--- config.mk ---
export PLATFORM = sky130hd
export DESIGN_NAME = sram_bank_sched_flat
export DESIGN_NICKNAME = d
export VERILOG_FILES = /design/src/rtl/sram_bank_sched_if.sv /design/src/rtl/sram_bank_sched.sv /design/src/flat_wrapper.sv
export SDC_FILE = /design/constraint.sdc
export NUM_CORES = 1
export LEC_CHECK = 0
export CORE_MARGIN = 4
export CORE_UTILIZATION = 49
export CTS_CLUSTER_DIAMETER = 150
export DETAILED_ROUTE_END_ITERATION = 12
export GPL_TIMING_DRIVEN = 0
export HOLD_SLACK_MARGIN = 0.12
export PLACE_DENSITY = 0.95
export SYNTH_ARGS = -nofsm -noshare
export SYNTH_HDL_FRONTEND = slang
export SYNTH_SLANG_ARGS = --single-unit
--- constraint.sdc ---
create_clock -name clk -period 4.75 [get_ports clk]
set_clock_uncertainty 0.05 [all_clocks]
set_input_delay 0.475 -clock clk [delete_from_list [all_inputs] [get_ports clk]]
set_output_delay 0.475 -clock clk [all_outputs]
set_load 0.02 [all_outputs]
--- src/rtl/sram_bank_sched_if.sv ---
// Requester-side bus of the SRAM bank scheduler. Two requesters share it;
// every per-requester field is packed with requester i in slice i.
//
// Handshake: requester i raises req[i] together with we/addr/en/wdata and
// holds all of them stable until it sees gnt[i]. gnt[i] is a one-cycle
// pulse (during phase 0) and marks the cycle in which the fields have
// already been captured, so the requester may change or drop them from the
// next cycle on. A read later returns exactly one rvalid[i] pulse; rdata_a
// and rdata_b are valid during that pulse and held until the next read
// capture. Writes return no rvalid.
interface sram_bank_sched_if #(
  parameter int WIDTH     = 16,
  parameter int ADDR_BITS = 5
);
  logic [1:0]             req;
  logic [1:0]             we;
  logic [2*ADDR_BITS-1:0] addr_a;
  logic [2*ADDR_BITS-1:0] addr_b;
  logic [1:0]             en_a;
  logic [1:0]             en_b;
  logic [2*WIDTH-1:0]     wdata;
  logic [1:0]             gnt;
  logic [1:0]             rvalid;
  logic [WIDTH-1:0]       rdata_a;
  logic [WIDTH-1:0]       rdata_b;

  modport master (
    output req, we, addr_a, addr_b, en_a, en_b, wdata,
    input  gnt, rvalid, rdata_a, rdata_b
  );

  modport slave (
    input  req, we, addr_a, addr_b, en_a, en_b, wdata,
    output gnt, rvalid, rdata_a, rdata_b
  );
endinterface

--- src/rtl/sram_bank_sched.sv ---
// Phase-sequenced controller and two-requester round-robin arbiter for a
// 2-port SRAM bank. Time is cut into slots of PHASES cycles; one granted
// transaction per slot drives word lines, data and enables in fixed order.
// Every output is registered from the next-phase value, so "at phK" means
// the output is visible while phase_o == K.
module sram_bank_sched #(
  parameter int WIDTH     = 16,
  parameter int WORDS     = 32,
  parameter int ADDR_BITS = 5,
  parameter int PHASES    = 10
) (
  input  logic                 clk,
  input  logic                 reset,
  sram_bank_sched_if.slave     req_if,
  output logic [WORDS-1:0]     wordA_o,
  output logic [WORDS-1:0]     wordB_o,
  output logic                 ReadEn_o,
  output logic                 WriteEn_o,
  output logic [WIDTH-1:0]     din_o,
  input  logic [WIDTH-1:0]     outA_i,
  input  logic [WIDTH-1:0]     outB_i,
  output logic [3:0]           phase_o,
  output logic                 busy_o
);

  localparam logic [3:0] LAST_PH = 4'(PHASES - 1);

  // Phase counter and its next value; phase_q is also the exposed sequencer state.
  logic [3:0]           phase_q, phase_d;
  logic                 busy_q;
  logic                 rr_q;          // requester granted most recently
  logic [1:0]           gnt_q, rvalid_q;
  logic [WORDS-1:0]     word_a_q, word_b_q;
  logic                 read_en_q, write_en_q;
  logic [WIDTH-1:0]     din_q, rdata_a_q, rdata_b_q;

  // Slot registers: the winning request, frozen for the whole slot.
  logic                 slot_id_q, slot_we_q, slot_en_a_q, slot_en_b_q;
  logic [ADDR_BITS-1:0] slot_addr_a_q, slot_addr_b_q;
  logic [WIDTH-1:0]     slot_wdata_q;

  // Arbitration result from the live request inputs.
  logic                 win_valid, win_id;

  // Next phase: free-running modulo PHASES.
  always_comb begin
    phase_d = (phase_q == LAST_PH) ? 4'd0 : phase_q + 4'd1;
  end

  // Round-robin pick: on contention the requester not granted last wins.
  always_comb begin
    win_valid = |req_if.req;
    if (req_if.req == 2'b11) win_id = ~rr_q;
    else                     win_id = req_if.req[1];
  end

  // Slot sequencer: grant/latch entering ph0, then array phases in order.
  always_ff @(posedge clk) begin
    if (reset) begin
      phase_q       <= '0;
      busy_q        <= 1'b0;
      rr_q          <= 1'b1;
      gnt_q         <= '0;
      rvalid_q      <= '0;
      word_a_q      <= '0;
      word_b_q      <= '0;
      read_en_q     <= 1'b0;
      write_en_q    <= 1'b0;
      din_q         <= '0;
      rdata_a_q     <= '0;
      rdata_b_q     <= '0;
      slot_id_q     <= 1'b0;
      slot_we_q     <= 1'b0;
      slot_en_a_q   <= 1'b0;
      slot_en_b_q   <= 1'b0;
      slot_addr_a_q <= '0;
      slot_addr_b_q <= '0;
      slot_wdata_q  <= '0;
    end else begin
      phase_q    <= phase_d;
      gnt_q      <= '0;
      rvalid_q   <= '0;
      read_en_q  <= 1'b0;
      write_en_q <= 1'b0;

      if (phase_d == 4'd0) begin
        busy_q   <= win_valid;
        word_a_q <= '0;
        word_b_q <= '0;
        din_q    <= '0;
        if (win_valid) begin
          gnt_q         <= 2'b01 << win_id;
          rr_q          <= win_id;
          slot_id_q     <= win_id;
          slot_we_q     <= req_if.we[win_id];
          slot_en_a_q   <= req_if.en_a[win_id];
          slot_en_b_q   <= req_if.en_b[win_id];
          slot_addr_a_q <= win_id ? req_if.addr_a[ADDR_BITS +: ADDR_BITS]
                                  : req_if.addr_a[0 +: ADDR_BITS];
          slot_addr_b_q <= win_id ? req_if.addr_b[ADDR_BITS +: ADDR_BITS]
                                  : req_if.addr_b[0 +: ADDR_BITS];
          slot_wdata_q  <= win_id ? req_if.wdata[WIDTH +: WIDTH]
                                  : req_if.wdata[0 +: WIDTH];
        end
      end

      // Idle slots leave every array signal at its cleared value.
      if (busy_q) begin
        if (phase_d == 4'd2) begin
          word_a_q <= slot_en_a_q ? (WORDS'(1) << slot_addr_a_q) : '0;
          word_b_q <= slot_en_b_q ? (WORDS'(1) << slot_addr_b_q) : '0;
        end
        if (phase_d == 4'd4) din_q <= slot_we_q ? slot_wdata_q : '0;
        if (!slot_we_q && (phase_d == 4'd6 || phase_d == 4'd7)) read_en_q <= 1'b1;
        if (slot_we_q && phase_d == 4'd8) write_en_q <= 1'b1;
        // Array data is sampled at the end of ph7, after two ReadEn cycles.
        if (!slot_we_q && phase_d == 4'd8) begin
          rdata_a_q <= outA_i;
          rdata_b_q <= outB_i;
          rvalid_q  <= 2'b01 << slot_id_q;
        end
      end
    end
  end

  assign req_if.gnt     = gnt_q;
  assign req_if.rvalid  = rvalid_q;
  assign req_if.rdata_a = rdata_a_q;
  assign req_if.rdata_b = rdata_b_q;
  assign wordA_o        = word_a_q;
  assign wordB_o        = word_b_q;
  assign ReadEn_o       = read_en_q;
  assign WriteEn_o      = write_en_q;
  assign din_o          = din_q;
  assign phase_o        = phase_q;
  assign busy_o         = busy_q;

endmodule
--- src/flat_wrapper.sv ---
// flat-port wrapper written by rule: the top's interface ports become plain ports
module sram_bank_sched_flat 
#(
  parameter int WIDTH     = 16,
  parameter int WORDS     = 32,
  parameter int ADDR_BITS = 5,
  parameter int PHASES    = 10
)
  (clk, reset, wordA_o, wordB_o, ReadEn_o, WriteEn_o, din_o, outA_i, outB_i, phase_o, busy_o, req_if_req, req_if_we, req_if_addr_a, req_if_addr_b, req_if_en_a, req_if_en_b, req_if_wdata, req_if_gnt, req_if_rvalid, req_if_rdata_a, req_if_rdata_b);
  sram_bank_sched_if #(.WIDTH(WIDTH), .ADDR_BITS(ADDR_BITS)) req_if_i ();
  input  logic clk;
  input  logic reset;
  output logic [WORDS-1:0] wordA_o;
  output logic [WORDS-1:0] wordB_o;
  output logic ReadEn_o;
  output logic WriteEn_o;
  output logic [WIDTH-1:0] din_o;
  input  logic [WIDTH-1:0] outA_i;
  input  logic [WIDTH-1:0] outB_i;
  output logic [3:0] phase_o;
  output logic busy_o;
  input wire logic [$bits(req_if_i.req)-1:0] req_if_req;
  input wire logic [$bits(req_if_i.we)-1:0] req_if_we;
  input wire logic [$bits(req_if_i.addr_a)-1:0] req_if_addr_a;
  input wire logic [$bits(req_if_i.addr_b)-1:0] req_if_addr_b;
  input wire logic [$bits(req_if_i.en_a)-1:0] req_if_en_a;
  input wire logic [$bits(req_if_i.en_b)-1:0] req_if_en_b;
  input wire logic [$bits(req_if_i.wdata)-1:0] req_if_wdata;
  output wire logic [$bits(req_if_i.gnt)-1:0] req_if_gnt;
  output wire logic [$bits(req_if_i.rvalid)-1:0] req_if_rvalid;
  output wire logic [$bits(req_if_i.rdata_a)-1:0] req_if_rdata_a;
  output wire logic [$bits(req_if_i.rdata_b)-1:0] req_if_rdata_b;
  assign req_if_i.req = req_if_req;
  assign req_if_i.we = req_if_we;
  assign req_if_i.addr_a = req_if_addr_a;
  assign req_if_i.addr_b = req_if_addr_b;
  assign req_if_i.en_a = req_if_en_a;
  assign req_if_i.en_b = req_if_en_b;
  assign req_if_i.wdata = req_if_wdata;
  assign req_if_gnt = req_if_i.gnt;
  assign req_if_rvalid = req_if_i.rvalid;
  assign req_if_rdata_a = req_if_i.rdata_a;
  assign req_if_rdata_b = req_if_i.rdata_b;
  sram_bank_sched #(.WIDTH(WIDTH), .WORDS(WORDS), .ADDR_BITS(ADDR_BITS), .PHASES(PHASES)) u_core (.clk(clk), .reset(reset), .req_if(req_if_i), .wordA_o(wordA_o), .wordB_o(wordB_o), .ReadEn_o(ReadEn_o), .WriteEn_o(WriteEn_o), .din_o(din_o), .outA_i(outA_i), .outB_i(outB_i), .phase_o(phase_o), .busy_o(busy_o));
endmodule
### Word level (Yosys, flattened, before mapping)

Cells that the tools add are included.

* bits in registers: 154
* bits of input ports: 94
* logic and storage cells: 74

* add/subtract/negate cells: 1
* $lt $le $gt $ge: 1
* eq/ne operators: 7
* shift operators: 4
* muxes and demuxes: 25
* bitwise gates (word level): 5
* reduce and logical (&&, ||, !) cells: 12

Operators with widths (count)
* $mux W32: 8
* $mux W16: 5
* $shl A1 B5 Y32 const A: 2
* $eq A4 B3 Y1 const B: 3
* $mux W5: 2
* $mux W1: 9
* $eq A4 B4 Y1 const B: 2
* $reduce_or A3 Y1: 2
* $not A1 Y1: 5
* $add A4 B1 Y4 const B: 1
* $eq A4 B2 Y1 const B: 1
* $logic_not A4 Y1: 1
* $mux W4: 1
* $reduce_and A2 Y1: 2
* $reduce_or A2 Y1: 2
* $shl A1 B1 Y2 const A: 2
* $logic_and A1 B1 Y1: 3
* $eq A2 B2 Y1 const B: 1
* $lt A1 B2 Y1 const B: 1
* $logic_not A1 Y1: 1
* $logic_or A1 B1 Y1: 1

### Longest topological paths before layout

* depth after elaboration: 6
* mapped depth: 6

### Least setup slack after synthesis

OpenSTA, ideal clock, no wires.

* path kind: reg-to-reg
* start: register u_core.phase_q[3], in the netlist u_core.phase_o[3]
* end: register u_core.din_q[10], in the netlist u_core.din_o[10]
* arrival time: 1565 ps
* data required time: 4583 ps
* path slack: 3018 ps
* stages on the path, launching flop included: 6
* path buffers: 2
* period minus slack after synthesis: 1732 ps
* path through: dfxtp_1 > buf_6 > or3b_1 > a41o_4 > buf_6 > a22o_1

* cells in the longest elaborated chain, start to end: 6

Ends and longest elaborated chain
* from (decl): RTL line sram_bank_sched.sv:29 `logic [3:0] phase_q, phase_d;`
* from (signal assigned): RTL line sram_bank_sched.sv:80 `phase_q <= phase_d;`
* $add A4 B1 Y4 or $eq A4 B4 Y1 (tied branches): RTL line sram_bank_sched.sv:47 `phase_d = (phase_q == LAST_PH) ? 4'd0 : phase_q + 4'd1;`
* $mux W4 (*): RTL line sram_bank_sched.sv:47
* $logic_not A4 Y1: RTL line sram_bank_sched.sv:86 `if (phase_d == 4'd0) begin`
* $mux W16: RTL line sram_bank_sched.sv:86
* $mux W16: RTL line sram_bank_sched.sv:113 `if (phase_d == 4'd4) din_q <= slot_we_q ? slot_wdata_q : '0;`
* $mux W16 (*): RTL line sram_bank_sched.sv:108 `if (busy_q) begin`
* to (signal assigned): RTL line sram_bank_sched.sv:113
* to (decl): RTL line sram_bank_sched.sv:35 `logic [WIDTH-1:0] din_q, rdata_a_q, rdata_b_q;`

Every way passes the cells marked *; elsewhere a longest branch is shown, timed or not.
A chain may end at the register's enable or synchronous reset.

### Worst setup path after layout

* start: input reset
* end: register u_core.word_a_q[0], in the netlist u_core.wordA_o[0]

RTL lines
* from (decl): RTL line flat_wrapper.sv:12 `input logic reset;`
* to (signal assigned): RTL line sram_bank_sched.sv:110 `word_a_q <= slot_en_a_q ? (WORDS'(1) << slot_addr_a_q) : '0;`
* to (decl): RTL line sram_bank_sched.sv:33 `logic [WORDS-1:0] word_a_q, word_b_q;`

No word-level cell between the ends.

==> results.py <==
metrics = {
    "critical_path": {
        "r2r-start": "u_core.phase_o[0]",
        "path_common_cell": "clkbuf_1",
        "cp_data_required_time_ns": 4.98,
        "worst-path-max-fanout": 10,
        "path_cells": "clkdlybuf4s50_1 -> clkbuf_1 -> clkbuf_1 -> clkbuf_1 -> a21oi_1",
        "startpoint": "reset",
        "path_class": "input pin to register",
        "critPathMaxStageDelay_ns": 0.54,
        "crit_arrival_ns": 2.54,
        "ff2ff_setup_slack_ns": 2.83,
        "crit_path_start_kind": "input pin",
        "r2r-end": "u_core.wordA_o[23]",
        "rr_worst_depth": 6,
        "cp.buffers_inverters": 4,
        "cp-end-kind": "register",
        "cp.depth": 5,
        "cp_top_family": "buffers and inverters",
        "slowest_stage": "clkbuf_1",
    },
    "detailed_routing": {
        "wl_um": 21200,
        "drc": 0,
        "dr.pass1.iters": 5,
        "vias_per_cell": 5.91,
        "routedWlPerCell_um": 18.3,
        "vias": 6835,
        "drt_iter0_drc": 513,
        "ant_nets": 0,
    },
    "clocking": {
        "path_clk_slew_ns": 0.06,
        "ctsResizeCount": 0,
        "ctsRootBufferMaster": "clkbuf_16",
        "hold_buffers": 0,
        "cts.sinks": 154,
        "cts_max_path_buffers": 2,
        "htreeDepth": 4,
        "cts_setup_buffers": 0,
        "clk_latency_ns": 0.43,
        "cts_tree": "yes",
        "numCtsBuffers": 17,
    },
    "sta": {
        "max_freq_ghz": 0.434,
        "worstMarginPinSlew_ns": 0.823,
        "fin_crit_ns": 2.31,
        "finalSetupTns_ns": 0,
        "drv_slew": 0,
        "max_slew_margin": 0.450,
        "hold_viol_final": 0,
        "setup_viol": 0,
        "fin_ws_ns": 2.44,
        "grt_setup_unrepaired": "no",
        "timing.hold.ws_ns": 0.424,
        "fin_crit_sh": 0.485,
    },
    "global_route": {
        "grt.busiest_layer": "met2",
        "grt_pass1_wl_um": 33200,
        "met2_usage": 0.445,
        "grt_util_met3": 0.0682,
        "grt-ovfl-total": 0,
        "grt_util_met1": 0.348,
        "antenna_found_initial": 0,
        "grt_max_degree": 17,
        "groute.usage.overall": 0.278,
        "grt_pass1_vias": 6698,
    },
    "power_and_ir_drop": {
        "clkPwrFrac": 0.481,
        "vdd_ir_drop_max_mv": 0.207,
        "pwr-share-comb": 0.078,
        "leakage_nw": 3.13,
        "sw_frac_of_total": 0.224,
        "power.internal_mw": 2.28,
        "pwr-share-seq": 0.441,
        "power_density_nw_per_um2": 313,
        "switchingPower_uw": 659,
    },
    "synth": {
        "synth_cell_types": 42,
        "yosys-top-cells-area": "dfxtp_1, a21oi_1, nand3_1",
        "synth-seq-cells": 154,
        "netlist_instances": 736,
        "synth_area_per_cell_um2": 8.71,
        "synth-edff-count": 0,
        "synth-main-ff-cell": "dfxtp_1",
        "ys_async_sr_fraction": 0,
        "yosys.area.top_type": "dfxtp_1",
        "syn-num-nets": 830,
        "mappedNetlistArea_um2": 6410,
        "netlist_top_cells_count": "dfxtp_1, a21oi_1, nand3_1",
        "synth.most_common_cell": "dfxtp_1",
        "post-synth-top-area-fraction": 0.481,
        "synth_seq_area_share": 0.481,
        "yosysWarnings": 0,
    },
    "status": {
        "status": "complete, no violations",
    },
    "die": {
        "die_area_um2": 15000,
        "initial_utilization": 0.504,
        "ioPinCount": 217,
        "rows": 41,
        "core_area_um2": 12700,
        "die_x_um": 122,
        "die_h_um": 122,
    },
    "min_path": {
        "hp-start": "u_core.din_o[5]",
        "hp-class": "register to register",
        "holdPathStages": 1,
        "worstHoldEndpoint": "u_core.din_o[5]",
    },
    "final_layout": {
        "drive_gt1_frac": 0.0681,
        "insertedDiodeCount": 0,
        "syn2layout_area_growth_pct": 46.8,
        "fin_util": 0.740,
        "nNetsFinal": 1065,
    },
    "run": {
        "drv_cap": 0,
    },
    "placed_design": {
        "dpl_worst_slack_ns": 2.03,
        "place_congestion": 0.892,
        "portBuffers": 216,
        "hpwl_um": 15300,
    },
}
==> through the flow <==
| step | std cells | instance area (um2) | total power [mW] |
|---|---|---|---|
| after floorplan | 736 | 6410 | 1.43 |
| after global placement | 1124 | 8790 | 1.55 |
| after detailed placement | 1124 | 8790 | 1.55 |
| after CTS | 1156 | 9410 | 2.94 |
| after global routing | 1156 | 9410 | 3.02 |
| final | 1156 | 9410 | 2.94 |
==> kinds of logic after synthesis <==
logic type / share of synthesized area
buf+inv: 0.0638
xor+xnor: 0.00547
compound gates: 0.275
flops: 0.481
simple gates: 0.175
==> power by group through the flow <==
stage	clock [mW]	sequential (mW)	combinational [mW]
after floorplan	0	1.33	0.105
after global placement	0	1.33	0.221
after detailed placement	0	1.33	0.224
after CTS	1.42	1.30	0.226
after global routing	1.48	1.30	0.246
final	1.42	1.30	0.229
==> flip-flops by register name (all words and copies together), names as in the netlist <==
register               count
u_core.wordA_o            32
u_core.wordB_o            32
u_core.din_o              16
u_core.req_if.rdata_a     16
u_core.req_if.rdata_b     16
u_core.slot_wdata_q       16
u_core.slot_addr_a_q       5
u_core.slot_addr_b_q       5
u_core.phase_o             4
u_core.req_if.gnt          2
u_core.req_if.rvalid       2
u_core.ReadEn_o            1
u_core.WriteEn_o           1
u_core.busy_o              1
u_core.rr_q                1
u_core.slot_en_a_q         1
u_core.slot_en_b_q         1
u_core.slot_id_q           1
u_core.slot_we_q           1
==> per-layer routing <==
metal  vias up  share of wire
met2       345           0.48
met5         -              0
met3        70          0.079
met1      3203           0.41
met4         0          0.036
li1       3217              -
==> placed cells by master (no fill, tap or decap), types with 9 or more instances in the layout <==
cell and n:
dfxtp_1 154, a311oi_1 29, clkbuf_1 48, buf_1 9, o211ai_1 64, clkdlybuf4s50_1 216
buf_2 19, o21ai_0 33, nand2_1 63, nand3_1 99, clkbuf_16 17, a22o_1 16
a21oi_1 128
==> final cells by class <==
class	count	area (um2)
Fill cell	942	3310
Sequential cell	154	3080
Multi-Input combinational cell	492	2920
Timing Repair Buffer	216	2160
Clock buffer	22	484
Buffer	87	398
Tap cell	172	215
Clock inverter	10	139
Inverter	3	11.3
==> worst max path at each step <==
stage / endpoint / slack, ns
after global placement: u_core.phase_o[3] / 2.04
after global routing: u_core.wordA_o[0] / 2.29
after CTS: u_core.wordA_o[0] / 2.45
after detailed placement: u_core.req_if.rdata_a[15] / 2.03
after floorplan: u_core.din_o[10] / 3.02
final: u_core.wordA_o[0] / 2.44
==> worst reg2reg max path: cells and delay by family (launching register included) <==
family / cells / cell delay, ns
DFF: 1 / 0.33
AOI/OAI and AO/OA: 2 / 0.36
buffers and inverters: 3 / 1.01
and+or+nand+nor: 1 / 0.09
Note: power is estimated with default switching activity, not from simulation.
